===== config.mk =====
export PLATFORM = sky130hd
export DESIGN_NAME = wgt_loader
export DESIGN_NICKNAME = d
export VERILOG_FILES = /design/src/rtl/wgt_pkg.sv /design/src/rtl/wgt_line_packer.sv /design/src/rtl/wgt_loader.sv
export SDC_FILE = /design/constraint.sdc
export NUM_CORES = 1
export LEC_CHECK = 0
export CORE_UTILIZATION = 30
export CTS_CLUSTER_SIZE = 20
export DETAILED_ROUTE_END_ITERATION = 16
export SLEW_MARGIN = 20
export SYNTH_ARGS = -nofsm -noshare
export SYNTH_HDL_FRONTEND = slang
export SYNTH_SLANG_ARGS = --single-unit

===== constraint.sdc =====
create_clock -name clock -period 2.26 [get_ports clock]
set_clock_uncertainty 0.15 [all_clocks]
set_input_delay 0.678 -clock clock [delete_from_list [all_inputs] [get_ports clock]]
set_output_delay 0.678 -clock clock [all_outputs]
set_load 0.01 [all_outputs]

===== src/rtl/wgt_pkg.sv =====
// Shared definitions for the weight loader: FSM encoding, kernel-size codes,
// lane counts per mode and line counts per mode.
package wgt_pkg;

    typedef enum logic [2:0] {
        ST_IDLE  = 3'd0,
        ST_ARM   = 3'd1,
        ST_LOAD  = 3'd2,
        ST_WRITE = 3'd3,
        ST_DONE  = 3'd4
    } state_t;

    localparam logic [2:0] KSIZE_3 = 3'd3;
    localparam logic [2:0] KSIZE_5 = 3'd5;

    localparam logic [3:0] VALID_3 = 4'd3;
    localparam logic [3:0] VALID_8 = 4'd8;

    localparam int LINES_3 = 24;
    localparam int LINES_5 = 25;

    // Only 3x3 and 5x5 kernels have a line geometry.
    function automatic logic ksize_legal(input logic [2:0] k);
        return (k == KSIZE_3) || (k == KSIZE_5);
    endfunction

endpackage


===== src/rtl/wgt_line_packer.sv =====
// Lane register for one weight line. Each lane captures a streamed word when
// addressed; clear zeroes every lane so a new line starts clean. Lanes at or
// above lane_cnt are forced to zero on the output so padding never carries data.
// The output reflects the line as it stands after this cycle's clear/push,
// which lets the caller register a complete line on the same edge that
// accepts its last word.
module wgt_line_packer
    import wgt_pkg::*;
#(
    parameter int DATA_WID = 16,
    parameter int SIZE     = 8,
    parameter int IDX_WID  = $clog2(SIZE)
) (
    input  logic                     clock,
    input  logic                     rst_n,
    input  logic                     clear,
    input  logic                     push,
    input  logic [DATA_WID-1:0]      word,
    input  logic [IDX_WID-1:0]       lane_idx,
    input  logic [3:0]               lane_cnt,
    output logic [DATA_WID*SIZE-1:0] line
);

    for (genvar gi = 0; gi < SIZE; gi++) begin : g_lane
        localparam logic [IDX_WID-1:0] LANE_IDX = IDX_WID'(gi);
        localparam logic [3:0]         LANE_NUM = 4'(gi);

        logic [DATA_WID-1:0] r_lane;
        logic [DATA_WID-1:0] w_lane_next;
        logic                w_keep;

        // Next lane value: a push to this lane wins over a clear.
        always_comb begin
            w_lane_next = r_lane;
            if (clear) begin
                w_lane_next = '0;
            end
            if (push && (lane_idx == LANE_IDX)) begin
                w_lane_next = word;
            end
        end

        // Lane storage.
        always_ff @(posedge clock or negedge rst_n) begin
            if (!rst_n) begin
                r_lane <= '0;
            end else begin
                r_lane <= w_lane_next;
            end
        end

        assign w_keep = (LANE_NUM < lane_cnt);
        assign line[gi*DATA_WID +: DATA_WID] = w_keep ? w_lane_next : '0;
    end

endmodule


===== src/rtl/wgt_loader.sv =====
// Weight loader: accepts a 16-bit weight stream over valid/ready, packs it
// into lines (3 words for 3x3 kernels, 8 words for 5x5) and writes each line
// to the weight buffer. i2c_ready frames the transfer toward the buffer.
module wgt_loader
    import wgt_pkg::*;
#(
    parameter int DATA_WID = 16,
    parameter int SIZE     = 8,
    parameter int ADDR_WID = 5
) (
    input  logic                     clock,
    input  logic                     rst_n,
    input  logic                     start,
    input  logic [2:0]               ksize,
    input  logic [DATA_WID-1:0]      s_data,
    input  logic                     s_valid,
    output logic                     s_ready,
    output logic                     i2c_ready,
    output logic                     wgt_wr_en,
    output logic [ADDR_WID-1:0]      wgt_wr_addr,
    output logic [DATA_WID*SIZE-1:0] weights_in,
    output logic [3:0]               valid_num,
    output logic                     busy,
    output logic                     done,
    output logic                     err
);

    localparam int IDX_WID = $clog2(SIZE);

    state_t                    r_state;
    state_t                    w_state_next;
    logic                      r_mode5;
    logic [IDX_WID-1:0]        r_word_cnt;
    logic [ADDR_WID-1:0]       r_line_cnt;

    logic                      w_start_ok;
    logic                      w_start_bad;
    logic [3:0]                w_lane_cnt;
    logic                      w_last_word;
    logic                      w_last_line;
    logic                      w_clear;
    logic                      w_push;
    logic                      w_line_full;
    logic [DATA_WID*SIZE-1:0]  w_line;

    assign w_start_ok  = (r_state == ST_IDLE) && start && ksize_legal(ksize);
    assign w_start_bad = (r_state == ST_IDLE) && start && !ksize_legal(ksize);
    assign w_lane_cnt  = r_mode5 ? VALID_8 : VALID_3;
    assign w_last_word = ((4'(r_word_cnt) + 4'd1) == w_lane_cnt);
    assign w_last_line = r_mode5 ? (r_line_cnt == ADDR_WID'(LINES_5 - 1))
                                 : (r_line_cnt == ADDR_WID'(LINES_3 - 1));

    // State register.
    always_ff @(posedge clock or negedge rst_n) begin
        if (!rst_n) begin
            r_state <= ST_IDLE;
        end else begin
            r_state <= w_state_next;
        end
    end

    // Next-state decode plus the lane-register controls and s_ready.
    always_comb begin
        w_state_next = r_state;
        w_clear      = 1'b0;
        w_push       = 1'b0;
        w_line_full  = 1'b0;
        s_ready      = 1'b0;
        case (r_state)
            ST_IDLE: begin
                if (w_start_ok) begin
                    w_clear      = 1'b1;
                    w_state_next = ST_ARM;
                end
            end
            ST_ARM: begin
                w_state_next = ST_LOAD;
            end
            ST_LOAD: begin
                s_ready = 1'b1;
                if (s_valid) begin
                    w_push = 1'b1;
                    if (w_last_word) begin
                        w_line_full  = 1'b1;
                        w_state_next = ST_WRITE;
                    end
                end
            end
            ST_WRITE: begin
                w_clear = 1'b1;
                if (w_last_line) begin
                    w_state_next = ST_DONE;
                end else begin
                    w_state_next = ST_LOAD;
                end
            end
            ST_DONE: begin
                w_state_next = ST_IDLE;
            end
            default: begin
                w_state_next = ST_IDLE;
            end
        endcase
    end

    // Mode latch plus word and line counters.
    always_ff @(posedge clock or negedge rst_n) begin
        if (!rst_n) begin
            r_mode5    <= 1'b0;
            r_word_cnt <= '0;
            r_line_cnt <= '0;
        end else if (w_start_ok) begin
            r_mode5    <= (ksize == KSIZE_5);
            r_word_cnt <= '0;
            r_line_cnt <= '0;
        end else if (w_push) begin
            r_word_cnt <= r_word_cnt + 1'b1;
        end else if (r_state == ST_WRITE) begin
            r_word_cnt <= '0;
            if (!w_last_line) begin
                r_line_cnt <= r_line_cnt + 1'b1;
            end
        end
    end

    wgt_line_packer #(
        .DATA_WID (DATA_WID),
        .SIZE     (SIZE)
    ) u_packer (
        .clock    (clock),
        .rst_n    (rst_n),
        .clear    (w_clear),
        .push     (w_push),
        .word     (s_data),
        .lane_idx (r_word_cnt),
        .lane_cnt (w_lane_cnt),
        .line     (w_line)
    );

    // Registered status/framing outputs, derived from the state being entered.
    always_ff @(posedge clock or negedge rst_n) begin
        if (!rst_n) begin
            i2c_ready <= 1'b1;
            busy      <= 1'b0;
            done      <= 1'b0;
            err       <= 1'b0;
            wgt_wr_en <= 1'b0;
        end else begin
            i2c_ready <= (w_state_next == ST_IDLE) || (w_state_next == ST_DONE);
            busy      <= (w_state_next != ST_IDLE);
            done      <= (w_state_next == ST_DONE);
            err       <= w_start_bad;
            wgt_wr_en <= (w_state_next == ST_WRITE);
        end
    end

    // Write payload: captured on the edge that accepts a line's last word and
    // held until the next line completes.
    always_ff @(posedge clock or negedge rst_n) begin
        if (!rst_n) begin
            wgt_wr_addr <= '0;
            weights_in  <= '0;
            valid_num   <= '0;
        end else if (w_line_full) begin
            wgt_wr_addr <= r_line_cnt;
            weights_in  <= w_line;
            valid_num   <= w_lane_cnt;
        end
    end

endmodule

* After elaboration in Yosys (flattened, before gate mapping)
Index checks and enable logic that the tools add are counted.
** Storage, ports and cells
- Bits in registers :: 282
- Input bits :: 23
- Logic and storage cells :: 117
** Operators by class
- $add $sub $neg :: 3
- Order comparisons :: 8
- Equality and inequality tests :: 19
- Muxes and demuxes :: 46
- Reduce and logical (&&, ||, !) cells :: 21
** Operators by type and width (number)
- $mux 16 :: 24
- $mux 3 :: 7
- $mux 5 :: 4
- $eq 3x2->1 const B :: 6
- $eq 3x3->1 const B :: 6
- $lt 3x4->1 const A :: 4
- $pmux 3 s4 :: 1
- $logic_and 1x1->1 :: 11
- $eq 5x5->1 const B :: 2
- $logic_not 3->1 :: 3
- $lt 1x4->1 const A :: 2
- $lt 2x4->1 const A :: 2
- $mux 1 :: 8
- $eq 3x1->1 const B :: 2
- $reduce_bool 3->1 :: 2
- $add 5x1->5 const B :: 1
- $add 3x1->4 const B :: 1
- $eq 4x4->1 :: 1
- $mux 4 :: 1
- $ne 2x2->1 const B :: 2
- $add 3x1->3 const B :: 1
- $reduce_and 3->1 :: 1
- $logic_or 1x1->1 :: 2
- $pmux 1 s2 :: 1
- 2 further kinds :: 2

* Depth between registers and ports, before layout
Gate-level depths: netlist (run 1).
- Word-level depth :: 8
- Gate-level depth with buffers :: 8

* Modules after synthesis
A second synthesis (run 1) with hierarchy kept.
** Second synthesis, totals
- Cells, all modules :: 1085
- Area total of the unflattened synthesis :: 12922.4 um2
** Modules (own cells, without submodules)
- wgt_line_packer :: instances 1, cells each 719, area each 6600.1 um2, seq. area each 3203.1 um2
- wgt_loader :: instances 1, cells each 366, area each 6322.3 um2, seq. area each 3804.9 um2

* Worst setup path before layout (run 1)
OpenSTA, ideal clock, no wires.
- Kind :: register to register
- Start :: reg r_word_cnt[2]
- End :: reg weights_in[10]
- Library setup time :: 0.125 ns
- Arrival :: 2.023 ns
- Setup slack :: -0.038 ns
- Cell stages (with the launch flop) :: 9
- Path buffers :: 3
- Cells stage by stage :: dfrtp_1 > buf_2 > clkinv_1 > clkbuf_1 > ha_1 > o211ai_2 > inv_2 > buf_2 > mux2_2
** On the way
- Cells in the longest elaborated chain, start to end :: 5
- Elaborated cells between the ends (all ways) :: 9
- Classes of those cells :: add/sub: 1; eq/ne: 1; mux: 5; reduce/logical: 2
** Ends and longest elaborated chain
- from (decl) :: line wgt_loader.sv:33 : logic [IDX_WID-1:0] r_word_cnt;
- from (signal assigned) :: line wgt_loader.sv:117 : r_word_cnt <= r_word_cnt + 1'b1;
- $add 3x1->4 :: line wgt_loader.sv:49 : assign w_last_word = ((4'(r_word_cnt) + 4'd1) == w_lane_cnt);
- $eq 4x4->1 :: line wgt_loader.sv:49
- $mux 1 :: line wgt_loader.sv:83 : if (w_last_word) begin
- $mux 1 :: line wgt_loader.sv:81 : if (s_valid) begin
- $mux 1 :: line wgt_loader.sv:69 : case (r_state)
- to (signal assigned) :: line wgt_loader.sv:166 : weights_in <= w_line;
- to (decl) :: line wgt_loader.sv:21 : output logic [DATA_WID*SIZE-1:0] weights_in,
Parallel ways exist; a longest one is shown, timed or not.
A chain may end at the register's enable or synchronous reset.

* Worst setup path in the final report (run 1)
- Start :: in s_valid
- End :: reg weights_in[63]
** On the way
- Cells in the longest elaborated chain, start to end :: 5
- Elaborated cells between the ends (all ways) :: 7
- Classes of those cells :: mux: 6; reduce/logical: 1
** Ends and longest elaborated chain
- from (decl) :: line wgt_loader.sv:16 : input logic s_valid,
- $mux 1 :: line wgt_loader.sv:81
- $mux 1 :: line wgt_loader.sv:69
- $logic_and 1x1->1 :: line wgt_line_packer.sv:38 : if (push && (lane_idx == LANE_IDX)) begin
- $mux 16 :: line wgt_line_packer.sv:38
- $mux 16 :: line wgt_line_packer.sv:53 : assign line[gi*DATA_WID +: DATA_WID] = w_keep ? w_lane_next : '0;
Parallel ways exist; a longest one is shown, timed or not.

==> results summary, run 1 <==
The worst setup path is launched from an input port. Leaving out filler cells and counting taps, the final layout contains 1745. Traced cell by cell, the critical path runs through clkdlybuf4s50_1 -> and4bb_4 -> buf_4 -> nand2_1 -> buf_4 -> a31oi_1 -> o2bb2ai_1. The run finished with clean final reports. The utilization after layout is 42.1%. The overall die width came out at 199 um. Data on the critical path is required at its endpoint by 2.54 ns. The slowest stage of the critical path belongs to the cell sky130_fd_sc_hd__clkdlybuf4s50_1.

The total clock buffers created by CTS is 30. The number of fill cells in the layout is 3711. The net switching power came out at 6.18 mW. The initial cell density of the core came out at 30.8%. The global-route congestion overflow total is 0. The count of cells along the worst hold path is 1. The footprint of the flip-flops and latches is 0.00701 mm^2. The number of clock sinks is 280. Once placement completed, the tool counted placed cells totaling 1681.

The flip-flop and latch count after synthesis is 280. The warning count from the yosys run is 0. The final wirelength came out at 35200 um. For this run, the post-layout net count is 1244.

The number of port buffers came out at 164. The number of inserted diodes came out at 0. Yosys attributes the largest share of cell area to sky130_fd_sc_hd__dfrtp_1 60%, sky130_fd_sc_hd__o2bb2ai_1 6.0%, sky130_fd_sc_hd__mux2_2 4.9%. The total area inside the core boundary comes to 0.0380 mm^2. The DRC violation count after routing is 0.

Of all cell types, the one taking the most synthesized area is sky130_fd_sc_hd__dfrtp_1. In this run, synthesis inferred 0 flip-flops with an integrated enable. In the final routed layout, each cell accounts on average for 20.1 um. The initial antenna violation count is 0. Global routing consumed, over all layers together, 17.8% of the routing resources. The layout-stage area growth over the synthesis result is 36.8%. The power density relative to cell area is 1170 mW/mm^2. The cell leakage power is 8.28 nW. The type of the worst setup path is in -> reg. The global-route wire length before repair is 54000 um.

The number of hold-slack violations in the final timing report came out at 0. Once detail routing completed, the nets flagged for antenna violations numbered 0. The top-area cell type share of the netlist area is 59.7%. The fmax is 450 MHz. The count of different cell masters after synthesis came out at 47.

The net count of the mapped netlist is 1004. The maximum VDD drop is 0.000709 V. The sequential-to-total area share from yosys stat is 59.9%. The maximum net fanout on the critical path came out at 11. The fraction of layout cells with a size suffix above 1 is 22.7%. The total internal power is 12.5 mW.

The number of global-route vias before repair came out at 8785. The violation count after the first detailed-route iteration is 644. The number of iterations in the first detailed-routing pass came out at 5.

The maximum count of clock buffers along a single path came out at 3. The area used by multi-input combinational logic is 0.00385 mm^2. The max-slew violation count came out at 0. In this design, the stage delay of the slowest critical-path cell is 0.51 ns.

The worst path needs 2.22 ns of the cycle, external delays included. The clock-pin transition on the worst setup and hold timing paths came out at 0.06 ns. Dividing the final minimum period by the clock period gives 98.2%. The post-detailed-placement half-perimeter wirelength came out at 23000 um.

The switching power share of the total came out at 33.1%. In this run the core area contains 71 standard-cell rows. The final count of negative-setup-slack endpoints is 0. The path class of the lowest-slack min-delay path is reg -> reg.

The tool flagged a number of max-cap violations equal to 0. The arrival time of data at the critical path endpoint came out at 2.50 ns. The source-to-sink clock delay at the later pin of the worst-skew pair is 0.56 ns. In the synthesized netlist the dominant register cell turns out to be sky130_fd_sc_hd__dfrtp_1. The cell count of the worst reg-to-reg path came out at 9. Summing every instance area after synthesis gives 0.0117 mm^2.

Registers are responsible for 40.0% of the overall power. The type of element capturing the critical path is a flip-flop. The least setup slack across all paths after layout came out at 0.0400 ns.

A synthesized cell averages 12.0 um^2. At the placement stage, the worst setup path has a slack of -0.563 ns. By instance count, the cell type seen most on the critical path is sky130_fd_sc_hd__buf_4. The clock network fraction of design power is 26.7%. The final weighted congestion of routability-driven global placement came out at 0.778. The clock root buffer master is sky130_fd_sc_hd__clkbuf_16.

The pin count of the biggest net entering global routing is 82. The die height came out at 199 um. In this run the number of H-tree levels came out at 1. The number of vias per cell came out at 4.98.

TritonCTS built the clock tree. The via count of the routed design came out at 8682. After synthesis, the share of flip-flops with an asynchronous set or reset is 100%. Combinational logic is responsible for 33.3% of the overall power. The die covers 0.0398 mm^2. The design draws 18.7 mW. The number of top-level pins came out at 166. The cell count after synthesis is 974.
[layer usage]
metal	wire length, um	vias to the layer above	global-route usage [%]
met2	16000	262	27.3
met4	866	0	5.29
met1	16300	4406	25.5
li1	-	3967	-
met3	2060	47	3.24
met5	0	-	0
[cells in the mapped netlist, types with 2 or more instances]
library cell,count
sky130_fd_sc_hd__nand2_1,9
sky130_fd_sc_hd__o21ai_0,5
sky130_fd_sc_hd__ha_1,7
sky130_fd_sc_hd__dfrtp_1,279
sky130_fd_sc_hd__mux2_1,2
sky130_fd_sc_hd__buf_6,5
sky130_fd_sc_hd__o211ai_1,2
sky130_fd_sc_hd__xor2_1,3
sky130_fd_sc_hd__o2bb2ai_1,80
sky130_fd_sc_hd__nor3b_1,2
sky130_fd_sc_hd__buf_2,23
sky130_fd_sc_hd__and3_1,36
sky130_fd_sc_hd__nor3_1,49
sky130_fd_sc_hd__inv_1,149
sky130_fd_sc_hd__nand3_1,7
sky130_fd_sc_hd__nand4_1,50
sky130_fd_sc_hd__mux2_2,51
sky130_fd_sc_hd__o31ai_1,31
sky130_fd_sc_hd__clkbuf_1,47
sky130_fd_sc_hd__a31oi_1,82
sky130_fd_sc_hd__o31ai_4,20
sky130_fd_sc_hd__and2_1,2
sky130_fd_sc_hd__nor2_1,3
sky130_fd_sc_hd__mux2i_1,2
sky130_fd_sc_hd__buf_4,6
[stage by stage]
stage / hold slack [ns] / setup TNS [ns] / cell area [um^2]
after global routing: 0.342 / -0.0430 / 16000
after floorplan: 0.232 / -0.638 / 11700
after global placement: 0.313 / -107.24 / 14800
after CTS: 0.334 / -0.0906 / 15800
after detailed placement: 0.322 / -110.54 / 14800
final: 0.334 / 0 / 16000
[final timing paths]
path / startpoint / endpoint / slack [ns]
min in group asynchronous: rst_n / weights_in[86]$_DFFE_PN0P_ / 0.43
max: s_valid / weights_in[63]$_DFFE_PN0P_ / 0.04
max reg2reg: r_word_cnt[0]$_DFFE_PN0P_ / weights_in[11]$_DFFE_PN0P_ / 0.07
min: weights_in[93]$_DFFE_PN0P_ / weights_in[93]$_DFFE_PN0P_ / 0.33
max in group asynchronous: rst_n / i2c_ready$_DFF_PN1_ / 0.81
min reg2reg: weights_in[93]$_DFFE_PN0P_ / weights_in[93]$_DFFE_PN0P_ / 0.33
[kinds of logic (layout without fill, tap and decap cells)]
logic type	count (synthesis)	count (layout)	share of synthesized area, %
buffers and inverters	234	494	8.37
AOI/OAI and AO/OA	227	227	17.0
other	1	1	0.0321
muxes	55	55	5.27
DFF	280	280	59.9
adders and majority gates	7	7	0.749
xor gates and xnor gates	3	3	0.225
and+or+nand+nor	167	167	8.47
[state kept, by name, summed over array words and instances, names as in the netlist]
signal / count
wgt_wr_addr: 5
busy: 1
r_state: 3
err: 1
weights_in: 128
valid_num: 2
wgt_wr_en: 1
u_packer.g_lane.r_lane: 128
i2c_ready: 1
done: 1
r_line_cnt: 5
r_word_cnt: 3
r_mode5: 1
[worst max-delay path, delay by kind of cell]
family | cells | cell delay, ns
buffers and inverters | 3 | 0.88
AO/OA/AOI/OAI | 2 | 0.49
AND/OR/NAND/NOR | 2 | 0.43
[layout by cell type (no fill, tap or decap), drive strengths merged, types with 2 or more instances in the layout]
cell and n:
nor2 3, inv 149, clkinv 9, a31oi 83
and3 36, ha 7, buf 124, clkdlybuf4s50 21
nor3b 2, nand4 50, o21ai 5, mux2 53
nand2 9, nand3 7, xor2 3, dfrtp 279
and2 2, dlygate4sd2 141, mux2i 2, o211ai 3
o2bb2ai 80, o31ai 51, nor3 49, bufinv 2
clkbuf 45
[power groups by stage]
stage          Sequential [mW]  Combinational (mW)  Clock (mW)
2_1_floorplan             7.62                3.20           0
3_3_place_gp              7.53                6.36           0
3_5_place_dp              7.54                6.48           0
4_1_cts                   7.45                6.14        5.12
5_1_grt                   7.63                6.77        5.33
6_report                  7.46                6.22        4.99
[final cells by class]
cell class | count | share of cell area (%)
clock buffer | 42 | 5.55
sequential | 280 | 43.8
multi-input combinational | 460 | 24.1
inverter | 151 | 3.57
timing repair buffer | 291 | 18.3
clock inverter | 10 | 0.688
tap | 511 | 4.00
[timing repair]
item | 4_1_cts | 5_1_grt
pin swaps | 1 | 4
hold buffers | 1 | 0
hold endpoints to repair | 24 | 0
cloned | 1 | 4
resized for setup | 155 | 22
endpoints found under the setup margin | 205 | 77
setup buffers | 2 | 5
(Power assumes the default switching activity.)
==> inputs of run 2 (changes only) <==
- SYNTH_HIERARCHICAL: default -> 1
==> run 2 against run 1 <==
Net effect: the flow now finishes with violations (setup timing); count of clock-buffer cells in the layout rose by 9; die area rose by 10%; via count rose by 3.7%; register-to-register slack got worse by 0.14 ns; wire length rose by 5.7%; sequential power fell by 3.8%; setup slack got worse by 0.11 ns; final area rose by 11%; maximum frequency fell by 4.8%; largest power group unchanged.
==> results summary, run 2 <==
For this run, the top clock speed supported by timing is 429 MHz. Data on the critical path is required at its endpoint by 2.52 ns. The initial utilization of the core area, before any placement, comes to 30.6%. The run finished, with violations left. The least setup slack across all paths after layout is -0.0710 ns. Wires add up to 37200 um.

The critical path in this run is classified as reg -> reg. The fraction of layout cells with a size suffix above 1 is 32.6%. The reported max-cap violation count came out at 0.

The category of the worst setup path launch point is a flip-flop. The number of enable flip-flop cells after synthesis is 0. The library cell used most frequently in the layout, excluding fill and tap cells, is sky130_fd_sc_hd__dfrtp_1.

For this block, the via count after detailed routing is 8999. The most used flip-flop cell after synthesis is sky130_fd_sc_hd__dfrtp_1. The share of the clock period used by the worst path after layout came out at 103%. In the post-synthesis netlist, the biggest area contributors are sky130_fd_sc_hd__dfrtp_1 54%, sky130_fd_sc_hd__mux2_4 10%, sky130_fd_sc_hd__nand2_1 7.8%. The warning count from the yosys run is 6. The power density relative to cell area came out at 1100 mW/mm^2. The number of antenna diodes in the final layout is 0. The worst register-to-register path ends at weights_in[12]$_DFFE_PN0P_. The timing endpoint of the critical path is weights_in[12]$_DFFE_PN0P_. The number of vias per cell is 4.71. The final critical delay including setup and external delays came out at 2.33 ns. The count of different cell masters after synthesis is 50. The commonest cells after synthesis are 279 x sky130_fd_sc_hd__dfrtp_1, 267 x sky130_fd_sc_hd__nand2_1, 90 x sky130_fd_sc_hd__mux2_4. Counting flops with an async set or reset pin after synthesis yields a share of 100%.

In the layout the commonest cells are 274 x sky130_fd_sc_hd__dfrtp_1, 266 x sky130_fd_sc_hd__nand2_1, 140 x sky130_fd_sc_hd__dlygate4sd2_1, 113 x sky130_fd_sc_hd__mux2_4, 80 x sky130_fd_sc_hd__buf_4. The initial antenna violation count is 1. The launch point of the worst reg-to-reg path is r_word_cnt[0]$_DFFE_PN0P_. The flip-flop and latch count after synthesis is 280.

The global-route congestion overflow total is 0. The final count of negative-setup-slack endpoints is 59. In this run the worst path has a maximum fanout of 6. At the end of the flow, the number of nets in the layout was 1374. The tree is rooted in a sky130_fd_sc_hd__clkbuf_16. Setup repair after global routing could not meet its margin everywhere. TritonCTS built the clock tree. The post-synthesis instance area came out at 0.0129 mm^2. The largest registers in the layout are u_packer/g_lane.r_lane: 128 flops, weights_in: 128 flops. The number of top-level pins came out at 166. The worst setup path is captured at a flip-flop. The DRC violation count after routing is 0. The top-area cell type share of the netlist area came out at 54.0%. The number of placement rows came out at 75. The number of clock sinks is 280.

Summed over all cells, the static leakage comes to 9.20 nW. The average wire length per cell after detail routing came out at 19.5 um. The utilization after layout is 42.2%. The number of hold-slack violations in the final timing report is 0.

The maximum count of clock buffers along a single path came out at 3. The mean instance size in the synthesized netlist came out at 11.9 um^2. The global-route wire length before repair came out at 56200 um. The overall fraction of global-route tracks in use came out at 17.0%.

The clock-pin transition on the worst setup and hold timing paths came out at 0.06 ns. In this run the worst setup path begins at r_word_cnt[0]$_DFFE_PN0P_. The total area inside the core boundary comes to 0.0422 mm^2. The max-slew violation count came out at 0.

Routability-driven placement finished with a final weighted congestion of 0.740. The floorplan die area is 0.0439 mm^2. The checks that failed: setup timing.

The arrival time of data at the critical path endpoint is 2.59 ns. The worst register-to-register path has a depth of 9. The die height came out at 210 um. The maximum VDD drop is 0.000418 V. The count of placed standard cells in the final layout, fillers left out came out at 1911.

Entering global routing, the biggest net connects 59 pins. The H-tree generated during clock tree synthesis spans 2 levels. Of the synthesized area, sequential elements account for 54.2%. The number of port buffers came out at 164. Once detail routing completed, the nets flagged for antenna violations numbered 0.

The number of instances in the placed design is 1826. In the synthesized netlist, the number of instances is 1085. Across all register-to-register paths, the minimum setup slack is -0.07 ns. Summed over all nets, the half-perimeter wirelength after detailed placement is 23200 um. The path class of the lowest-slack min-delay path is reg -> reg. The layout-stage area growth over the synthesis result came out at 37.8%. The leading cell type by number of instances after synthesis is sky130_fd_sc_hd__dfrtp_1.

After routing, the total negative slack on setup checks comes to -2.07 ns. The number of global-route vias before repair was 9278. The total clock buffers created by CTS is 34. The cell type contributing the most total cell area after synthesis is sky130_fd_sc_hd__dfrtp_1. Clock latency on the worst-skew pair, taken at its later pin, is 0.53 ns. The violation count after the first detailed-route iteration is 426. The number of iterations in the first detailed-routing pass is 4. The overall die width is 210 um.
## run 2: cell types whose count changed in the layout (fill, tap and decap cells not counted), moves of 74 or more
cell / previous run / this run
sky130_fd_sc_hd__mux2_4: 0 / 113
sky130_fd_sc_hd__a21oi_1: 0 / 77
sky130_fd_sc_hd__or3b_1: 0 / 74
sky130_fd_sc_hd__inv_1: 147 / 1
sky130_fd_sc_hd__o2bb2ai_1: 80 / 0
sky130_fd_sc_hd__nand2_1: 9 / 266
## run 2: where the power goes
group          internal, mW  switching [mW]
Combinational          3.78            2.91
Sequential             6.50           0.681
Clock                  3.54            2.13
Total                  13.8            5.73
## run 2: critical path: stages, from the launching register on
cell and delay, ns:
sky130_fd_sc_hd__dfrtp_2 0.42, sky130_fd_sc_hd__ha_4 0.25, sky130_fd_sc_hd__nor2b_1 0.10, sky130_fd_sc_hd__nand4_1 0.13
sky130_fd_sc_hd__a211o_4 0.41, sky130_fd_sc_hd__inv_12 0.12, sky130_fd_sc_hd__buf_12 0.12, sky130_fd_sc_hd__buf_12 0.09
sky130_fd_sc_hd__buf_16 0.11, sky130_fd_sc_hd__mux2_4 0.29
## run 2: cell type report
class	instances	area, um^2
sequential	280	7010
tap	539	674
timing repair inverter	1	30.0
clock buffer	51	1050
timing repair buffer	300	3260
clock inverter	8	123
multi-input combinational	729	5640
fill	3949	24400
inverter	3	28.8
## run 2: worst min path at each step
stage                           startpoint                           to  slack (ns)  cells after the start
6_report       weights_in[101]$_DFFE_PN0P_  weights_in[101]$_DFFE_PN0P_        0.35                      1
3_3_place_gp      valid_num[3]$_DFFE_PN0P_     valid_num[3]$_DFFE_PN0P_        0.34                      1
4_1_cts        weights_in[103]$_DFFE_PN0P_  weights_in[103]$_DFFE_PN0P_        0.35                      1
5_1_grt        weights_in[103]$_DFFE_PN0P_  weights_in[103]$_DFFE_PN0P_        0.37                      1
2_1_floorplan                        rst_n               busy$_DFF_PN0_        0.23                      0
3_5_place_dp    weights_in[11]$_DFFE_PN0P_   weights_in[11]$_DFFE_PN0P_        0.35                      1
## run 2: cells by family (layout without fill, tap and decap cells)
group           after synthesis  count (layout)  synth area share [%]
simple gates                432             432                  18.9
xor+xnor                      3               3                 0.203
mux                         139             139                  14.7
buf+inv                      83             363                  4.76
compound gates              145             145                  6.98
fa+ha+maj                     2               2                 0.194
flops                       280             280                  54.2
other cells                   1               8                0.0290
## run 2: metal layers
layer,track usage [%],up-vias,share of wire [%]
li1,-,4278,-
met1,22.8,4504,45
met2,27.4,174,48
met3,2.69,43,4.3
met4,6.62,0,2.5
met5,0,-,0
## run 2: timing repair
action,4_1_cts,5_1_grt
setup endpoints to repair,261,129
cloned,6,6
hold buffers,1,0
hold endpoints to repair,31,0
setup buffers,9,6
pin swaps,6,2
resized for setup,185,44
## run 2: stage by stage
step / hold slack [ns] / instance area [um^2] / setup slack [ns] / total power, mW
5_1_grt: 0.365 / 17800 / -0.142 / 20.7
4_1_cts: 0.355 / 17500 / -0.0872 / 19.6
3_5_place_dp: 0.345 / 16100 / -0.585 / 14.1
3_3_place_gp: 0.341 / 16100 / -0.575 / 13.9
2_1_floorplan: 0.232 / 13200 / -0.0198 / 11.2
6_report: 0.352 / 17800 / -0.0710 / 19.5
